--- src/rtl/updown_modulo_counter.sv ---
// ---------------------------------------------------------------------------
// updown_modulo_counter
//   Up/down modulo counter with a step prescaler, synchronous clear/load,
//   wrap or saturate behaviour at the range ends, a registered terminal-count
//   pulse and a sticky overflow flag.
//
// Parameters
//   WIDTH    : count / load_val width
//   MAX      : highest legal count (1 .. 2**WIDTH-1)
//   SATURATE : 0 = wrap at range ends, 1 = hold at range ends
//   PRESCALE : qualifying step requests per count change (>= 1)
//
// Ports
//   clk       in   clock, rising edge
//   rst_n     in   asynchronous active-low reset
//   clr       in   synchronous clear of count and prescaler (highest priority)
//   load      in   synchronous load of min(load_val, MAX)
//   load_val  in   [WIDTH] load value
//   incr      in   step-up request
//   decr      in   step-down request (both high = no-op)
//   ovf_clr   in   clears the sticky overflow flag
//   count_reg out  [WIDTH] current count
//   tc        out  one-cycle pulse on a range-end step
//   ovf       out  sticky range-end flag
// ---------------------------------------------------------------------------
module updown_modulo_counter #(
   parameter int unsigned WIDTH    = 8,
   parameter int unsigned MAX      = 2**WIDTH-1,
   parameter bit          SATURATE = 1'b0,
   parameter int unsigned PRESCALE = 1
) (
   input  logic             clk,
   input  logic             rst_n,
   input  logic             clr,
   input  logic             load,
   input  logic [WIDTH-1:0] load_val,
   input  logic             incr,
   input  logic             decr,
   input  logic             ovf_clr,
   output logic [WIDTH-1:0] count_reg,
   output logic             tc,
   output logic             ovf
);

   localparam int unsigned      PW       = (PRESCALE > 1) ? $clog2(PRESCALE) : 1;
   localparam logic [WIDTH-1:0] MAX_V    = WIDTH'(MAX);
   localparam logic [PW-1:0]    PRE_LAST = PW'(PRESCALE - 1);

   logic [PW-1:0]    pre;
   logic [PW-1:0]    pre_nxt;
   logic [WIDTH-1:0] count_nxt;
   logic             req;
   logic             up;
   logic             step;
   logic             at_end;
   logic             evt;

   always_comb begin
      req     = incr ^ decr;
      up      = incr;
      step    = req && (pre == PRE_LAST);
      // Range end in the current direction; explicit compares keep the count
      // inside 0..MAX even when MAX is not a power-of-two boundary.
      at_end  = up ? (count_reg == MAX_V) : (count_reg == '0);
      pre_nxt = (pre == PRE_LAST) ? '0 : pre + PW'(1);

      count_nxt = count_reg;
      if (up)
         count_nxt = at_end ? (SATURATE ? MAX_V : '0) : count_reg + WIDTH'(1);
      else
         count_nxt = at_end ? (SATURATE ? '0 : MAX_V) : count_reg - WIDTH'(1);

      // clr/load discard any step in the same cycle, so no event either.
      evt = step && at_end && !clr && !load;
   end

   always_ff @(posedge clk or negedge rst_n) begin
      if (!rst_n) begin
         count_reg <= '0;
         pre       <= '0;
      end else if (clr) begin
         count_reg <= '0;
         pre       <= '0;
      end else if (load) begin
         count_reg <= (load_val > MAX_V) ? MAX_V : load_val;
         pre       <= '0;
      end else begin
         if (req)  pre       <= pre_nxt;
         if (step) count_reg <= count_nxt;
      end
   end

   always_ff @(posedge clk or negedge rst_n) begin
      if (!rst_n) tc <= 1'b0;
      else        tc <= evt;
   end

   // A new event wins over ovf_clr in the same cycle.
   always_ff @(posedge clk or negedge rst_n) begin
      if (!rst_n)       ovf <= 1'b0;
      else if (evt)     ovf <= 1'b1;
      else if (ovf_clr) ovf <= 1'b0;
   end

endmodule

--- config.mk ---
export PLATFORM = sky130hd
export DESIGN_NAME = updown_modulo_counter
export DESIGN_NICKNAME = d
export VERILOG_FILES = /design/src/rtl/updown_modulo_counter.sv
export SDC_FILE = /design/constraint.sdc
export NUM_CORES = 1
export LEC_CHECK = 0
export ABC_AREA = 1
export ABC_CLOCK_PERIOD_IN_PS = 3550
export BUFFER_PORTS_ARGS = -buffer_cell sky130_fd_sc_hd__clkbuf_2
export CAP_MARGIN = 10
export CELL_PAD_IN_SITES_DETAIL_PLACEMENT = 1
export CELL_PAD_IN_SITES_GLOBAL_PLACEMENT = 1
export CORE_MARGIN = 3
export CORE_UTILIZATION = 25
export DETAILED_ROUTE_END_ITERATION = 6
export PLACE_DENSITY_LB_ADDON = 0.1
export SLEW_MARGIN = 20
export SYNTH_ARGS = -nofsm -noshare
export SYNTH_HDL_FRONTEND = slang
export SYNTH_SLANG_ARGS = --single-unit
--- constraint.sdc ---
create_clock -name clk -period 3.55 [get_ports clk]
set_input_delay 0.71 -clock clk [delete_from_list [all_inputs] [get_ports clk]]
set_output_delay 0.71 -clock clk [all_outputs]
set_load 0.01 [all_outputs]
Yosys cells after proc, flatten, opt, wreduce, memory -nomap -nowiden:

Index checks and enable logic that the tools add are counted.
W data, S select, Z words.

* output and inout bits: 10
* bits in registers: 11
* logic and storage cells: 35

* multiplexer cells: 14
* reductions and logical operators: 10
* bitwise logic cells: 2
* order comparisons: 1
* eq/ne operators: 1
* add/subtract/negate cells: 3

Operator list (count)
* $mux W8: 7
* $add A8 B1 Y8 const B: 1
* $eq A8 B8 Y1 const B: 1
* $gt A8 B8 Y1 const B: 1
* $logic_not A8 Y1: 1
* $sub A8 B1 Y8 const B: 1
* $mux W1: 7
* $reduce_bool A3 Y1: 2
* $logic_and A1 B1 Y1: 4
* $logic_not A1 Y1: 2
* $reduce_bool A2 Y1: 1
* $add A1 B1 Y1 const B: 1
* $not A1 Y1: 1
* $xor A1 B1 Y1: 1

Longest topological paths before layout:

* depth after elaboration: 7
* mapped depth: 12
* gate-level depth less buffers: 12

Worst setup path before layout:

OpenSTA, ideal clock, no wires.

* path type: in2reg
* from: input port incr
* to: register count_reg[1]
* stages: 11
* buffers on the path: 0
* path slack: 2100 ps
* arrival: 1385 ps
* required time: 3485 ps
* setup time: 65 ps
* path through: inv_2 > nand2_2 > nor2_4 > nand2_4 > nand2_4 > inv_2 > nand2_1 > nand2_1 > nand2_1 > nand2_1 > nand2_1

* cells in the longest elaborated chain, start to end: 6
* elaborated cells on any way between the ends: 10

Ends and longest elaborated chain
* from (decl): RTL line 37 `input logic incr,`
* $mux W1: RTL line 64 `at_end = up ? (count_reg == MAX_V) : (count_reg == '0);`
* $mux W8, on equally long branches: RTL line 71, 69
* $mux W8: RTL line 68 `if (up)`
* $mux W8: RTL line 89 `if (step) count_reg <= count_nxt;`
* $mux W8: RTL line 84 `end else if (load) begin`
* $mux W8: RTL line 81 `end else if (clr) begin`
* to (signal assigned): RTL line 85 `count_reg <= (load_val > MAX_V) ? MAX_V : load_val;`
* to (signal assigned): RTL line 89
* to (decl): RTL line 40 `output logic [WIDTH-1:0] count_reg,`

Parallel ways exist; a longest one is shown, timed or not. The select of a mux whose other input is x is not followed.
A chain may end at the register's enable or synchronous reset.

Final worst setup path:

* from: register count_reg[2]
* to: output port count_reg[2]

No word-level cell between the ends.

==> impl_metrics.tcl <==
set metrics [dict create \
    status "finished clean" \
    yosysSeqAreaShare_pct 24.0 \
    wirelength_um 3140 \
    core_area_mm2 0.00383 \
    cp.required_ns 2.84 \
    rrSetupSlack_ns 1.79 \
    synth_adder_area_share_pct 3.61 \
    r2r_cells 10 \
    cts_sinks 10 \
    wl_per_cell_um 13.2 \
    antenna_cells_inserted 0 \
    critical_path_buf_inv_count 1 \
    finalHoldViolCount 0 \
    crit_type "register to primary output" \
    synth_cell_types 25 \
    syn2layout_area_growth_pct 16.5 \
    pin_count 25 \
    synth_top_cells_by_count "63 x nand2_1, 26 x nor2_1, 16 x nand3_1" \
    yosysWarnings 0 \
    hp-class "input port to asynchronous set/reset pin" \
    drv_slew 0 \
    yosysMostFrequentCell "nand2_1" \
    slew_headroom_pct 70.7 \
    ir_drop_uv 152 \
    root_buffer "clkbuf_8" \
    fin_ws_ns 1.79 \
    grt_pass1_vias 1105 \
    cts_buffers 3 \
    period_share_pct 49.6 \
    synth_mux_area_share_pct 0 \
    drt-initial-drc-count 45 \
    postRouteAntennaNets 0 \
    gp_congestion 0.815 \
    yosysTopAreaCell "dfrtp_1" \
    synth_compound_area_share_pct 4.57 \
    clk_latency_ns 0.23 \
    antenna_found_initial 0 \
    synth_simple_gate_area_share_pct 53.1 \
    drtPass1Iterations 4 \
    cp_top_family "flip-flops" \
    crit_path_end_kind "primary output" \
    grt_pass1_wl_um 5260 \
    vias 1083 \
    post-place-ws_ns 1.77 \
    rr_endpoint "count_reg[6]" \
    drive_gt1_share_pct 24.6 \
    synth_nets 188 \
    clock_path_buffers 2 \
    synthXorXnorAreaFrac_pct 3.37 \
    synth-async-reset-ratio_pct 100 \
    stdcell_count 239 \
    crit_slowest_cell "dfrtp_1" \
    start_kind "register" \
    cts_hold_buffers 0 \
    post_cts_resized 0 \
    synth_top_flop_cell "dfrtp_1" \
    h-tree-depth 1 \
    placedCellCount 236 \
    netlist_area_mm2 0.00104 \
    die_w_um 70.5 \
    clock.fmax_mhz 568 \
    cap_violations 0 \
    die_height_um 70.5 \
    synth_top_family_by_area "simple AND/OR/NAND/NOR gates" \
    period_needed_ns 1.76 \
    cts_tree "built" \
    grt_use_total_pct 13.3 \
    start_util_pct 27.2 \
    synth_top_area_share_pct 24.0 \
    finalSetupTns_ns 0 \
    port_buffers 24 \
    worst_slew_pin_slew_ns 0.440 \
    path_clk_slew_ns 0.05 \
    num_rows 22 \
    ys_ff_latch 10 \
    overflow 0 \
    drc_errors 0 \
    die-area_mm2 0.00497 \
    grt_start_max_net_pins 14 \
    via_per_inst 4.53 \
    fillCellCount 513 \
    post_cts_buffers 0 \
    grt_setup_unrepaired "false" \
    cp_max_fo 9 \
    reg2reg_from "count_reg[1]" \
    synth-edff-count 0 \
    crit_chain "clkbuf_2" \
    netlist_instances 170 \
    setup_violations 0 \
    dp_hpwl_um 2650 \
    cpPeakStageDelay_ns 0.60 \
    p_leak_nw 0.668 \
    largest_reg_flops 8 \
    fin_nets 211 \
    avgSynthCellArea_um2 6.12 \
    ys_top_cells_by_area "dfrtp_1 24%, nand2_1 23%, nor2_1 9.4%, nand3_1 7.7%, inv_1 4.7%" \
    skew_ns 0.00161 \
    crit_arrival_ns 1.05 \
    power_density_mw_per_mm2 351 \
]
[logic make-up after synthesis]
group | count (synthesis)
compound gates | 8
xor+xnor | 4
fa+ha+maj | 3
buf+inv | 24
flops | 10
simple gates | 121
[cells in the final DEF (no fill, tap or decap), drive strengths merged]
cell type	Yosys	layout
dfrtp	10	10
nor2	33	33
inv	18	18
xnor2	2	2
ha	3	3
nand4	2	2
o22ai	1	1
nand3	17	17
o211ai	1	1
nand2	69	69
a21oi	3	3
clkbuf	1	27
xor2	2	2
o21ai	3	3
[per-stage QoR]
stage               area, µm²  hold slack (ns)  utilization (%)  total power [mW]
global placement         1170            0.513             30.6             0.318
floorplan                1040            0.414                -             0.271
finish                   1210            0.342             31.7             0.425
global route             1210            0.358             31.7             0.462
CTS                      1210            0.346             31.7             0.433
detailed placement       1170            0.526             30.6             0.316
[routing by layer]
metal / vias up / wire, µm / part of all wire, % / track usage, %
met3: 2 / 101 / 3.2 / 2.27
met5: - / 0 / 0 / 0
met4: 0 / 25 / 0.80 / 2.51
met1: 495 / 1530 / 49 / 17.4
li1: 563 / - / - / -
met2: 23 / 1490 / 47 / 23.4
[layout make-up]
cell class,count,area (µm²),area share [%]
clock buffers,3,41.3,3.41
well taps,48,60.1,4.95
inverters,18,67.6,5.57
multi-input cells,136,673,55.5
repair buffers,24,120,9.91
flip-flops and latches,10,250,20.6
[where the power goes]
| part | internal (mW) | leakage (nW) | total, mW | switching [mW] |
|---|---|---|---|---|
| Combinational | 0.0604 | 0.515 | 0.157 | 0.0968 |
| Sequential | 0.124 | 0.131 | 0.154 | 0.0298 |
| Clock | 0.0739 | 0.0216 | 0.114 | 0.0401 |
| Total | 0.259 | 0.668 | 0.425 | 0.167 |
[worst max-delay path by stage]
stage / startpoint / to / slack [ns] / cells past startpoint
finish: count_reg[2] / count_reg[2] / 1.79 / 1
global route: count_reg[1] / count_reg[6] / 1.60 / 10
CTS: count_reg[1] / count_reg[6] / 1.75 / 10
detailed placement: count_reg[1] / count_reg[6] / 1.77 / 10
global placement: count_reg[1] / count_reg[6] / 1.77 / 10
floorplan: incr / count_reg[1] / 2.10 / 11
Note: power is estimated with default switching activity, not from simulation.
